[src/rtl/serial_operand_tx.sv]
// Serialises two W-bit operands as a stream of bit pairs, MSB or LSB first,
// under a valid/ready handshake with a one-cycle done pulse per frame.
module serial_operand_tx #(
    parameter int W = 32
) (
    input  logic         clk,
    input  logic         rst,
    input  logic         start,
    input  logic         mode,
    input  logic [W-1:0] a,
    input  logic [W-1:0] b,
    input  logic         ready,
    output logic         a_bit,
    output logic         b_bit,
    output logic         bit_valid,
    output logic         first_bit,
    output logic         last_bit,
    output logic         busy,
    output logic         done
);

    localparam int CW = $clog2(W) + 1;
    localparam logic [CW-1:0] LAST_IDX = CW'(W - 1);

    typedef enum logic [1:0] {
        IDLE  = 2'd0,
        SHIFT = 2'd1,
        DONE  = 2'd2
    } state_t;

    state_t        state;
    state_t        state_nxt;
    logic [W-1:0]  a_sr;
    logic [W-1:0]  b_sr;
    logic          mode_q;
    logic [CW-1:0] cnt;
    logic          xfer;
    logic          load;

    // Handshake: a pair moves when bit_valid and ready are both high at a
    // rising edge; otherwise the current pair is held unchanged indefinitely.
    assign xfer = (state == SHIFT) && ready;
    assign load = (state == IDLE) && start;

    always_comb begin
        state_nxt = state;
        case (state)
            IDLE:    if (start) state_nxt = SHIFT;
            SHIFT:   if (xfer && (cnt == LAST_IDX)) state_nxt = DONE;
            DONE:    state_nxt = IDLE;
            default: state_nxt = IDLE;
        endcase
    end

    always_ff @(posedge clk) begin
        if (rst) begin
            state  <= IDLE;
            a_sr   <= '0;
            b_sr   <= '0;
            mode_q <= 1'b0;
            cnt    <= '0;
        end else begin
            state <= state_nxt;
            if (load) begin
                a_sr   <= a;
                b_sr   <= b;
                mode_q <= mode;
                cnt    <= '0;
            end else if (xfer) begin
                // Shift toward the output end so the next bit lands at the tap.
                if (mode_q) begin
                    a_sr <= {1'b0, a_sr[W-1:1]};
                    b_sr <= {1'b0, b_sr[W-1:1]};
                end else begin
                    a_sr <= {a_sr[W-2:0], 1'b0};
                    b_sr <= {b_sr[W-2:0], 1'b0};
                end
                cnt <= cnt + CW'(1);
            end
        end
    end

    assign bit_valid = (state == SHIFT);
    assign busy      = (state == SHIFT);
    assign done      = (state == DONE);
    assign a_bit     = bit_valid & (mode_q ? a_sr[0] : a_sr[W-1]);
    assign b_bit     = bit_valid & (mode_q ? b_sr[0] : b_sr[W-1]);
    assign first_bit = bit_valid && (cnt == '0);
    assign last_bit  = bit_valid && (cnt == LAST_IDX);

endmodule

[config.mk]
export PLATFORM = sky130hd
export DESIGN_NAME = serial_operand_tx
export DESIGN_NICKNAME = d
export VERILOG_FILES = /design/src/rtl/serial_operand_tx.sv
export SDC_FILE = /design/constraint.sdc
export NUM_CORES = 1
export LEC_CHECK = 0
export ABC_AREA = 1
export BUFFER_PORTS_ARGS = -buffer_cell sky130_fd_sc_hd__buf_2
export CAP_MARGIN = 20
export CORE_MARGIN = 2
export CORE_UTILIZATION = 55
export CTS_CLUSTER_DIAMETER = 50
export CTS_CLUSTER_SIZE = 10
export DETAILED_ROUTE_END_ITERATION = 10
export HOLD_SLACK_MARGIN = 0.05
export PLACE_DENSITY_LB_ADDON = 0.2
export REMOVE_ABC_BUFFERS = 1
export SLEW_MARGIN = 15
export SYNTH_ARGS = -nofsm -noshare
export SYNTH_HDL_FRONTEND = slang
export SYNTH_SLANG_ARGS = --single-unit
export TNS_END_PERCENT = 1
[constraint.sdc]
create_clock -name clk -period 3.2 [get_ports clk]
set_input_delay 0.16 -clock clk [delete_from_list [all_inputs] [get_ports clk]]
set_output_delay 0.16 -clock clk [all_outputs]
set_load 0.05 [all_outputs]
# Word-level counts from Yosys, hierarchy flattened

Cells that the tools add are included.

Shifts and indexed selects: 0
Divide/modulo/power cells: 0
Muxes and demuxes: 11
$lt $le $gt $ge: 0
Eq/ne operators: 5
Reductions and logical operators: 10
Bitwise logic cells: 2
Multipliers: 0
Add/subtract/negate cells: 1

Operators with widths:

| cell                                                                    | count |
|---|---|
| 32-bit two-way mux                                                      | 6 |
| 6-bit by 1-bit adder with 6-bit output, second input constant           | 1 |
| 6-bit by 5-bit equality test with 1-bit output, second input constant   | 1 |
| 6-bit logical NOT                                                       | 1 |
| 1-bit logical AND                                                       | 5 |
| 2-bit two-way mux                                                       | 2 |
| 2-bit case mux with 2 select lines                                      | 1 |
| 1-bit bitwise AND                                                       | 2 |
| 2-bit by 1-bit equality test with 1-bit output, second input constant   | 1 |
| 2-bit equality test, second input constant                              | 1 |
| 2-bit logical NOT                                                       | 1 |
| 1-bit two-way mux                                                       | 2 |
| 2-bit by 1-bit inequality test with 1-bit output, second input constant | 1 |
| 2-bit inequality test, second input constant                            | 1 |
| 2-bit AND reduction                                                     | 1 |
| 2-bit nonzero test                                                      | 1 |
| 2-bit OR reduction                                                      | 1 |

Memories kept: 0
Flip-flop bits (word level): 73
Bits in latches: 0
Input bits: 69
ROM bits: 0
Word-level logic and storage cells: 34
Memory bits (writable): 0
Output and inout bits: 7

# Depth between registers and ports, before layout

Depth after elaboration: 5
Mapped depth: 9
Depth with buffers taken out: 7

# Worst setup path after synthesis

Ideal clock, no wire load.

Path kind: register -> output
Start: register state[0]
End: output port first_bit
Path slack: 0.993 ns
Arrival: 2.047 ns
Required time: 3.040 ns
Cell stages (with the launch flop): 3
Buffers on the path: 0
Cells stage by stage: dfxtp_1 > nand2_1 > nor4_1

Word-level cells in the longest chain between the ends: 2

Ends and longest elaborated chain:

| item                                           | line | RTL |
|---|---|---|
| from (decl)                                    | 31   | `state_t state;` |
| from (signal assigned)                         | 63   | `state <= state_nxt;` |
| 2-bit by 1-bit equality test with 1-bit output | 83   | `assign bit_valid = (state == SHIFT);` |
| 1-bit logical AND                              | 88   | `assign first_bit = bit_valid && (cnt == '0);` |
| to (decl)                                      | 16   | `output logic first_bit,` |

No other way between the ends.

# Worst setup path in the final report

Start: register state[0]
End: register a_sr[6]

Word-level cells in the longest chain between the ends: 3
Elaborated cells on any way between the ends: 6
Those cells by class: eq/ne: 1; mux: 1; reduce/logical: 4

Ends and longest elaborated chain:

| item                                                                                | line   | RTL |
|---|---|---|
| 2-bit by 1-bit equality test with 1-bit output or 2-bit logical NOT (tied branches) | 42, 43 |  |
| 1-bit logical AND (on tied branches)                                                | 42, 43 |  |
| 2-bit nonzero test (no source line) or 32-bit two-way mux (tied branches)           | --     |  |
| to (signal assigned)                                                                | 72     | `a_sr <= {1'b0, a_sr[W-1:1]};` |
| to (signal assigned)                                                                | 75     | `a_sr <= {a_sr[W-2:0], 1'b0};` |
| to (decl)                                                                           | 33     | `logic [W-1:0] a_sr;` |

Parallel ways exist; a longest one is shown, timed or not.
A chain may end at the register's enable or synchronous reset.

==> qor.csv <==
metric,value,unit
die_area,8580,sq um
initial_core_util,56.5,%
rows,32,
drc,0,
grt_pass1_wl,18300,um
maxCapViolCount,0,
timing.fmax,0.488,GHz
timing.rr.end,a_sr[6],
synth-warning-count,0,
setup_violations,0,
vias,4680,
dieWidth,92.6,um
setup_tns,0,ps
viasPerCell,5.15,
avgSynthCellArea,5.68,sq um
arrival,2330,ps
placedInstanceArea,4630,sq um
rr_startpoint,state[0],
nets,872,
maxSlewHeadroom,56.3,%
drv_slew,0,
tightestPinTransition,655,ps
syn-cell-area,4320,sq um
critPathLaunch,state[0],
power,2.17,mW
status,finished clean,
layout_common_cells,"nand2_1, buf_2, dfxtp_1",
groute.usage.overall,25.9,%
hpwl,6570,um
clock_skew,12.3,ps
layout-drive-gt1-share,13.0,%
r2r_slack,1150,ps
end_kind,flop,
timing.hold.ws,63.0,ps
antenna_cells,0,
fill_cells,790,
grt_pass1_vias,4194,
clk_latency,350,ps
rsz0062_at_grt,false,
cts_buffer_depth,2,
cp_common_cell,nand2_2,
grt_max_degree,64,
gp_congestion,0.817,
core_area,7650,sq um
area_growth,11.6,%
ir_worst_vdd,187,uV
power.density,451,nW/um^2
cts.reportedPaths.clkPinSlew,80,ps
io_buffers,75,
final_util,63.0,%
crit_required,3480,ps
grt_overflow,0,
cts_tree,yes,
hold_viol_final,0,
postSynthCellCount,760,
cts_buffers,9,
seq_area_frac_synth,33.8,%
reg2reg_depth,7,
fin_ws,1150,ps
dp_slack,1200,ps
startpoint_type,flop,
leakage,2.38,nW
layout_commonest_cell,nand2_1,
post-cts-setup-buffers,0,
final_area,4820,sq um
crit_path_end,a_sr[6],
ff_latch_area,1460,sq um
cts_hold_buf,0,
htreeDepth,3,
cts_root_buffer,clkbuf_8,
io_pins,76,
final.min_clock_period,2050,ps
path_cells,nor2_4 -> nand2_2 -> nand2_2 -> inv_2 -> buf_4 -> nand2_1 -> a21oi_1,
fin_cells,908,
detail_route.first_pass.iterations,5,
synth_cell_type_count,20,
hold_class,in2reg,
cts_resized,0,
crit_fanout,32,
slowest_stage,nand2_2,
crit_path_max_incr_delay,450,ps
path_class,reg2reg,
finalCritPeriodShare,64.1,%
wl_per_cell,11.9,um
ant_nets,0,
placedCellCount,892,
drt_iter0_drc,326,
die_y,92.6,um
antenna_found_initial,0,
cts_sinks,73,
synth_seq_cells,73,
wirelength,10800,um
multi_input_area,2540,sq um
cell type report:
type                    count  area share (%)
inverters                  15            1.17
multi-input cells         618            52.7
flip-flops and latches     73            30.3
well taps                 102            2.65
repair buffers             84            9.19
clock buffers              14            3.79
clock inverters             2           0.208
per-layer routing:
layer,vias to the layer above,GRT usage (%),wire [um]
li1,2456,-,-
met1,2075,32.0,5010
met2,141,46.6,5050
met3,8,4.48,622
met4,0,6.86,91
met5,-,0,0
where the power goes:
part	total, mW	switching, mW	internal, mW
Sequential	1.00	0.0415	0.963
Clock	0.701	0.336	0.365
Combinational	0.468	0.320	0.148
Total	2.17	0.698	1.48
state kept, by name, indices dropped and copies added (netlist names):
signal / flops
a_sr: 32
cnt: 6
state: 2
b_sr: 32
mode_q: 1
cell families after synthesis:
group                      after synthesis  share of synthesized area (%)
DFF                                     73                           33.8
adders and majority gates                2                          0.579
AOI/OAI and AO/OA                       73                           8.57
buffers and inverters                   69                           7.39
and+or+nand+nor                        543                           49.6
how the worst min path moves through the flow:
stage                     from        to  slack [ps]  depth (start not counted)
final                     mode    mode_q          60                          3
after global routing      mode    mode_q          80                          3
after CTS                 mode    mode_q          50                          3
after detailed placement  mode    mode_q         420                          3
after global placement    mode    mode_q         410                          3
after floorplan            rst  a_sr[10]         230                          1
cell usage after synthesis:
library cell / n / area share [%]
nand2_1: 449 / 39
dfxtp_1: 73 / 34
nand3_1: 70 / 8.1
a21oi_1: 67 / 7.8
clkbuf_1: 25 / 2.2
nor2_1: 18 / 1.6
buf_2: 15 / 1.7
inv_1: 12 / 1.0
buf_4: 11 / 1.9
o21ai_0: 4 / 0.46
buf_1: 3 / 0.26
ha_1: 2 / 0.58
inv_2: 2 / 0.17
nand2_2: 2 / 0.29
nor3_1: 2 / 0.23
a211oi_1: 1 / 0.17
clkinv_1: 1 / 0.087
nor2_4: 1 / 0.26
nor4_1: 1 / 0.14
o21bai_1: 1 / 0.17
critical path: cells and delay by family, from the launching register on:
family	cells	cell delay, ps
AOI/OAI and AO/OA	1	160
and+or+nand+nor	4	700
DFF	1	410
buffers and inverters	2	700
(Power assumes the default switching activity.)
